### config.mk
export PLATFORM = sky130hd
export DESIGN_NAME = dsp_mult_share_arbiter
export DESIGN_NICKNAME = d
export VERILOG_FILES = /design/src/rtl/dsp_mult_share_arbiter.sv
export SDC_FILE = /design/constraint.sdc
export NUM_CORES = 1
export LEC_CHECK = 0
export ABC_CLOCK_PERIOD_IN_PS = 6700
export CAP_MARGIN = 20
export CORE_ASPECT_RATIO = 2
export CORE_MARGIN = 2
export CORE_UTILIZATION = 53
export CTS_BUF_LIST = sky130_fd_sc_hd__clkbuf_2 sky130_fd_sc_hd__clkbuf_4 sky130_fd_sc_hd__clkbuf_8
export CTS_CLUSTER_DIAMETER = 100
export CTS_CLUSTER_SIZE = 14
export DETAILED_ROUTE_END_ITERATION = 10
export PLACE_DENSITY = 0.86
export SYNTH_ARGS = -nofsm -noshare
export SYNTH_HDL_FRONTEND = slang
export SYNTH_SLANG_ARGS = --single-unit
export TNS_END_PERCENT = 50
### constraint.sdc
create_clock -name clk -period 6.7 [get_ports clk]
set_input_delay 1.34 -clock clk [delete_from_list [all_inputs] [get_ports clk]]
set_output_delay 1.34 -clock clk [all_outputs]
set_load 0.02 [all_outputs]
### src/rtl/dsp_mult_share_arbiter.sv
// Round-robin share of one signed NxN multiplier among NREQ requesters.
// Products leave a PIPE-deep register pipeline tagged with the requester index.
module dsp_mult_share_arbiter #(
  parameter  int unsigned N    = 4,
  parameter  int unsigned NREQ = 4,
  parameter  int unsigned PIPE = 2,
  localparam int unsigned IW   = $clog2(NREQ)
) (
  input  logic                clk,
  input  logic                rst_n,
  input  logic [NREQ-1:0]     req_valid,
  output logic [NREQ-1:0]     req_ready,
  input  logic [NREQ*N-1:0]   req_x,
  input  logic [NREQ*N-1:0]   req_y,
  output logic                rsp_valid,
  input  logic                rsp_ready,
  output logic [IW-1:0]       rsp_id,
  output logic [2*N-1:0]      rsp_r
);

  logic                  w_advance;
  logic                  w_found;
  logic                  w_transfer;
  logic [IW-1:0]         w_gnt_idx;
  logic [N-1:0]          w_gnt_x;
  logic [N-1:0]          w_gnt_y;
  logic signed [2*N-1:0] w_xs;
  logic signed [2*N-1:0] w_ys;
  logic signed [2*N-1:0] w_prod;

  logic [IW-1:0]         r_ptr;
  logic [PIPE-1:0]       r_vld;
  logic [IW-1:0]         r_id [PIPE];
  logic [N-1:0]          r_x;
  logic [N-1:0]          r_y;

  // A full output register that is not being taken freezes every stage.
  assign w_advance  = !(rsp_valid && !rsp_ready);
  assign w_transfer = w_advance && w_found;

  // Search starts just after the last winner, so requester ptr+1 has top priority.
  always_comb begin : p_grant
    logic [IW-1:0] sel;
    sel       = '0;
    w_found   = 1'b0;
    w_gnt_idx = '0;
    for (int unsigned k = 1; k <= NREQ; k++) begin
      sel = IW'((32'(r_ptr) + k) % NREQ);
      if (!w_found && req_valid[sel]) begin
        w_found   = 1'b1;
        w_gnt_idx = sel;
      end
    end
  end

  always_comb begin
    req_ready = '0;
    if (w_transfer) req_ready[w_gnt_idx] = 1'b1;
  end

  always_comb begin
    w_gnt_x = '0;
    w_gnt_y = '0;
    for (int unsigned i = 0; i < NREQ; i++) begin
      if (IW'(i) == w_gnt_idx) begin
        w_gnt_x = req_x[i*N +: N];
        w_gnt_y = req_y[i*N +: N];
      end
    end
  end

  always_ff @(posedge clk or negedge rst_n) begin
    if (!rst_n) begin
      r_ptr <= IW'(NREQ - 1);
    end else if (w_transfer) begin
      r_ptr <= w_gnt_idx;
    end
  end

  always_ff @(posedge clk or negedge rst_n) begin
    if (!rst_n) begin
      r_vld <= '0;
      r_x   <= '0;
      r_y   <= '0;
      for (int s = 0; s < int'(PIPE); s++) r_id[s] <= '0;
    end else if (w_advance) begin
      r_vld[0] <= w_transfer;
      r_id[0]  <= w_gnt_idx;
      r_x      <= w_gnt_x;
      r_y      <= w_gnt_y;
      for (int s = 1; s < int'(PIPE); s++) begin
        r_vld[s] <= r_vld[s-1];
        r_id[s]  <= r_id[s-1];
      end
    end
  end

  // Sign-extend to 2N so the truncated 2N product is exact.
  assign w_xs   = {{N{r_x[N-1]}}, r_x};
  assign w_ys   = {{N{r_y[N-1]}}, r_y};
  assign w_prod = w_xs * w_ys;

  generate
    if (PIPE == 1) begin : g_pipe1
      assign rsp_r = w_prod;
    end else begin : g_pipen
      logic [2*N-1:0] r_prod [PIPE-1];

      always_ff @(posedge clk or negedge rst_n) begin
        if (!rst_n) begin
          for (int s = 0; s < int'(PIPE) - 1; s++) r_prod[s] <= '0;
        end else if (w_advance) begin
          r_prod[0] <= w_prod;
          for (int s = 1; s < int'(PIPE) - 1; s++) r_prod[s] <= r_prod[s-1];
        end
      end

      assign rsp_r = r_prod[PIPE-2];
    end
  endgenerate

  assign rsp_valid = r_vld[PIPE-1];
  assign rsp_id    = r_id[PIPE-1];

endmodule

Word-level counts from Yosys, hierarchy flattened --
Index checks and enable logic that the tools add are counted.
Word-level totals: bits of input ports 39, logic and storage cells 60, output and inout port bits 15, bits in registers 24
Cells by class: $add $sub $neg 4, $mul 1, order comparisons 6, reduce and logical (&&, ||, !) cells 12, muxes and demuxes 27, equal/unequal tests 3
Operators with widths (count):
- $mux 4 | 9
- $lt 2x3->1 const B | 5
- $mux 1 | 9
- $bmux 1 s2 | 4
- $mul 4x4->8 | 1
- $mux 2 | 4
- $logic_and 1x1->1 | 6
- $logic_not 1->1 | 5
- $add 2x1->2 const B | 2
- $add 2x2->2 const B | 2
- $eq 2x2->1 const A | 2
- $demux 1 s2 | 1
- $eq 1x2->1 const A | 1
- $ge 2x1->1 const B | 1
- $logic_not 2->1 | 1

Logic depth before layout (Yosys ltp) --
depth in word-level cells 18, depth in mapped cells 12, gate-level depth less buffers 12

Worst setup path before layout --
No wires, ideal clock.
path type input port to output port, start in req_valid[1], end out req_ready[2], data arrival time 2.474 ns, stages on the path 5, buffers on the path 1, setup slack 2.886 ns, data required time 5.360 ns, cells stage by stage a21o_1 -> a31oi_4 -> buf_4 -> nor2b_1 -> nor2b_1
On the way: word-level cells in the longest chain between the ends 17, elaborated cells on any way between the ends 29, those cells by class 2 x order compare; 19 x mux; 8 x reduce/logical
Ends and longest elaborated chain:
- start, declared | line 11 | input logic [NREQ-1:0] req_valid,
- $bmux 1 s2 | line 49 | if (!w_found && req_valid[sel]) begin
- $mux 1 (not written as such) | line 49
- $mux 1 | line 49
- $logic_not 1->1 | line 49
- $logic_and 1x1->1 | line 49
- $mux 1 | line 49
- $logic_not 1->1 | line 49
- $logic_and 1x1->1 | line 49
- $mux 1 | line 49
- $logic_not 1->1 | line 49
- $logic_and 1x1->1 | line 49
- $mux 2 | line 49
- $lt 2x3->1 (not written as such) / $ge 2x1->1 (equally long branches) | line 58 | if (w_transfer) req_ready[w_gnt_idx] = 1'b1;
- $logic_and 1x1->1 (not written as such) | line 58
- $mux 1 (not written as such) | line 58
- $demux 1 s2 | line 58
- $mux 4 * | line 58
- end, declared | line 12 | output logic [NREQ-1:0] req_ready,
Mark *: on every way between the ends. The rest lies on a longest branch, timed or not. The select of a mux whose other input is x is not followed.

Worst setup path after layout --
start in req_valid[3], end out req_ready[2]
The elaborated chain is that of the path after synthesis.

==> metrics.csv <==
stage,metric,value,unit
cells_and_area,fin_area,2420,um2
critical_path,cp-end-kind,output port,
critical_path,start_kind,input pin,
yosys,synth_area_per_cell,9.63,um2
sta,relSlewSlack,44.0,%
power_and_ir_drop,power_per_cell_area,422,nW/um2
yosys,netlist.area_leader.share,30.2,%
yosys,yosysSeqAreaShare,33.1,%
min_path,hp-class,flip-flop to flip-flop,
global_routing,grt_usage,20.9,%
power_and_ir_drop,combPwrFrac,65.1,%
yosys,synth_area_leaders,"dfrtp_1 30%, fa_1 9.9%, ha_1 8.2%",
yosys,synth_area_leader_cell,dfrtp_1,
sta,hold_viol,0,
cts,cts_tree,done,
cts,htreeDepth,1,
cells_and_area,fill_cells,245,
cts,path_clk_slew,0.08,ns
global_routing,grt_pass1_vias,1519,
cts,cts_hold_buf,0,
yosys,synth_top_family_by_area,simple AND/OR/NAND/NOR gates,
cts,cts.sinks,24,
power_and_ir_drop,power.share.clock,12.5,%
power_and_ir_drop,switching_power,413,uW
cells_and_area,multi_input_area,1110,um2
cts,post_cts_buffers,0,
drt,drc_errors,0,
power_and_ir_drop,swShare,40.4,%
critical_path,slowest_delay,0.65,ns
yosys,yosys.area_share.simple,18.8,%
yosys,synth_cell_types,37,
sta,setup-violations-final,0,
placement,post_dp_cell_area,2340,um2
cells_and_area,final_layout_size_suffix_gt1_share,5.91,%
cts,root_buffer,clkbuf_8,
sta,fmax,199,MHz
power_and_ir_drop,internal_power,610,uW
sta,post-route-period-util,75.2,%
global_routing,grt_pass1_wl,6200,um
critical_path,crit_arrival,3.70,ns
drt,first_pass_iters,3,
sta,min_period,5.04,ns
global_routing,antenna_found_initial,0,
outcome,status,completed,
placement,hpwl,2920,um
die,start_util,54.5,%
flow_run,max_cap_viol_count,0,
drt,ant_nets,0,
critical_path,crit_required,5.36,ns
sta,max_slew.worst_pin.slew,0.835,ns
sta,setup_tns,0,ns
cells_and_area,nets,298,
yosys,syn_nets,249,
cts,cts_buffers,3,
yosys,synth.area.mux_share,7.42,%
die,io_pins,54,
cts,clock_path_buffers,2,
yosys,synthesis.area,1820,um2
critical_path,path_class,input pin to output port,
power_and_ir_drop,p_leak,0.00112,uW
critical_path,critical_path_buf_inv_count,2,
global_routing,grt_max_degree,28,
critical_path,critPathTopFamily,buffers and inverters,
die,fp.coreArea,3340,um2
die,dieArea,3950,um2
global_routing,overflow,0,
cts,clk_latency,0.27,ns
sta,grt_setup_unrepaired,false,
critical_path,cp_slowest_cell,a31oi_4,
power_and_ir_drop,seq_power_share,22.3,%
cells_and_area,final-seq-area,603,um2
drt,vias,1473,
critical_path,critPathMaxFanout,25,
yosys,synth-adder-area-share,18.1,%
yosys,synth.yosys.warnings,0,
yosys,synth_compound_area_share,13.1,%
die,die_h,86.9,um
drt,vias_per_cell,5.48,
yosys,ys_ff_latch,24,
drt,drt-total-wl,3570,um
power_and_ir_drop,ir_drop,0.231,mV
yosys,synthCells,189,
drt,drtIter0Drc,17,
placement,port_buffers,53,
sta,fin_worst_skew,0.00163,ns
yosys,synthXorXnorAreaFrac,3.37,%
placement,gp_congestion,0.796,
cells_and_area,area_growth,33.1,%
sta,slew_violations,0,
cts,cts.repair.resized,0,
critical_path,crit_path_cell_trace,clkdlybuf4s50_1 > nand3b_1 > a31oi_4 > nor2b_1 > nor2b_1 > clkdlybuf4s50_1,
die,row_count,30,
drt,wl_per_cell,13.3,um
die,die_x,45.4,um
cells_and_area,antenna-diode-count,0,
## layout by cell type, fill, tap and decap left out, drive strengths merged, types with 5 or more instances in the layout
cell type,netlist,final
nand2b,6,6
xnor2,6,6
a21o,6,6
nand2,29,29
clkdlybuf4s50,0,53
dfrtp,22,22
ha,12,12
a2111oi,5,5
fa,9,9
nor2b,8,8
nor2,13,13
and2,9,9
inv,12,12
mux2i,9,9
## sequential cells by signal (all words and copies together), names as in the netlist
signal  cells
r_id        2
r_ptr       2
r_vld       2
r_x         4
r_y         4
rsp_id      2
rsp_r       8
## synth_stat cells
| library cell | number |
|---|---|
| xnor2_1 | 6 |
| a31oi_1 | 1 |
| a2111oi_0 | 5 |
| nand2_1 | 29 |
| nor2_1 | 13 |
| a21boi_1 | 1 |
| o21ai_0 | 3 |
| buf_2 | 2 |
| o22a_1 | 1 |
| dfstp_2 | 2 |
| mux2i_1 | 9 |
| nand3_1 | 1 |
| nor2b_1 | 8 |
| nand3b_1 | 1 |
| buf_6 | 1 |
| dfrtp_1 | 22 |
| a221o_1 | 3 |
| inv_1 | 12 |
| a31oi_4 | 1 |
| nor3_1 | 4 |
| a21o_1 | 6 |
| ha_1 | 12 |
| mux2_4 | 3 |
| a221oi_1 | 1 |
| clkbuf_1 | 4 |
| clkbuf_2 | 1 |
| fa_1 | 9 |
| and2_1 | 9 |
| a211oi_1 | 4 |
| nand2b_1 | 5 |
| and3_1 | 1 |
| nand2b_2 | 1 |
| a21oi_1 | 2 |
| o21ai_1 | 1 |
| buf_4 | 3 |
| o21bai_1 | 1 |
| xor2_1 | 1 |
## worst min-delay path, stage by stage, from the launching register on
cell     delay (ns)
dfrtp_1        0.35
nand2_1        0.05
nand2_1        0.04
## path summary, 6_finish.rpt
kind | start | to | slack [ns] | depth (start not counted)
hold / removal | rsp_id[0] | rsp_id[0] | 0.47 | 2
max in group asynchronous | rst_n | r_ptr[0] | 4.73 | 2
setup / recovery | req_valid[3] | req_ready[2] | 1.66 | 6
hold reg to reg | rsp_id[0] | rsp_id[0] | 0.47 | 2
min in group asynchronous | rst_n | rsp_r[5] | 1.41 | 1
setup reg to reg | r_x[0] | rsp_r[7] | 3.21 | 11
## layout make-up
type | instances | area share, %
Clock inverter | 1 | 1.24
Clock buffer | 3 | 1.70
Multi-Input combinational cell | 142 | 45.8
Timing Repair Buffer | 55 | 22.8
Sequential cell | 24 | 24.9
Tap cell | 32 | 1.65
Inverter | 12 | 1.86
## per-layer routing
layer / share of wire [%] / vias to the layer above / global-route usage (%)
met3: 2.9 / 4 / 2.28
met2: 61 / 40 / 41.5
met5: 0 / - / 0
li1: - / 730 / -
met1: 35 / 699 / 19.3
met4: 1.7 / 0 / 8.82
## metrics by stage
step	cells	setup slack (ns)	utilization, %	power (uW)	hold WS, ns
floorplan	189	2.89	-	731	0.435
global placement	264	1.70	70.0	886	0.445
detailed placement	264	1.66	70.0	908	0.445
CTS	268	1.65	72.1	1040	0.475
global route	269	1.49	72.5	1130	0.489
finish	269	1.66	72.5	1020	0.469
## power groups by stage
stage          Clock (uW)  Sequential, uW  Combinational [uW]
5_1_grt               135             234                 766
2_1_floorplan           0             250                 480
3_3_place_gp            0             230                 656
6_report              128             228                 666
4_1_cts               130             229                 680
3_5_place_dp            0             231                 676
## cells by family after synthesis
logic type | Yosys count
adders and majority gates | 21
xor gates and xnor gates | 7
muxes | 12
AOI/OAI and AO/OA | 30
DFF | 24
buffers and inverters | 23
and+or+nand+nor | 72
(Power assumes the default switching activity.)
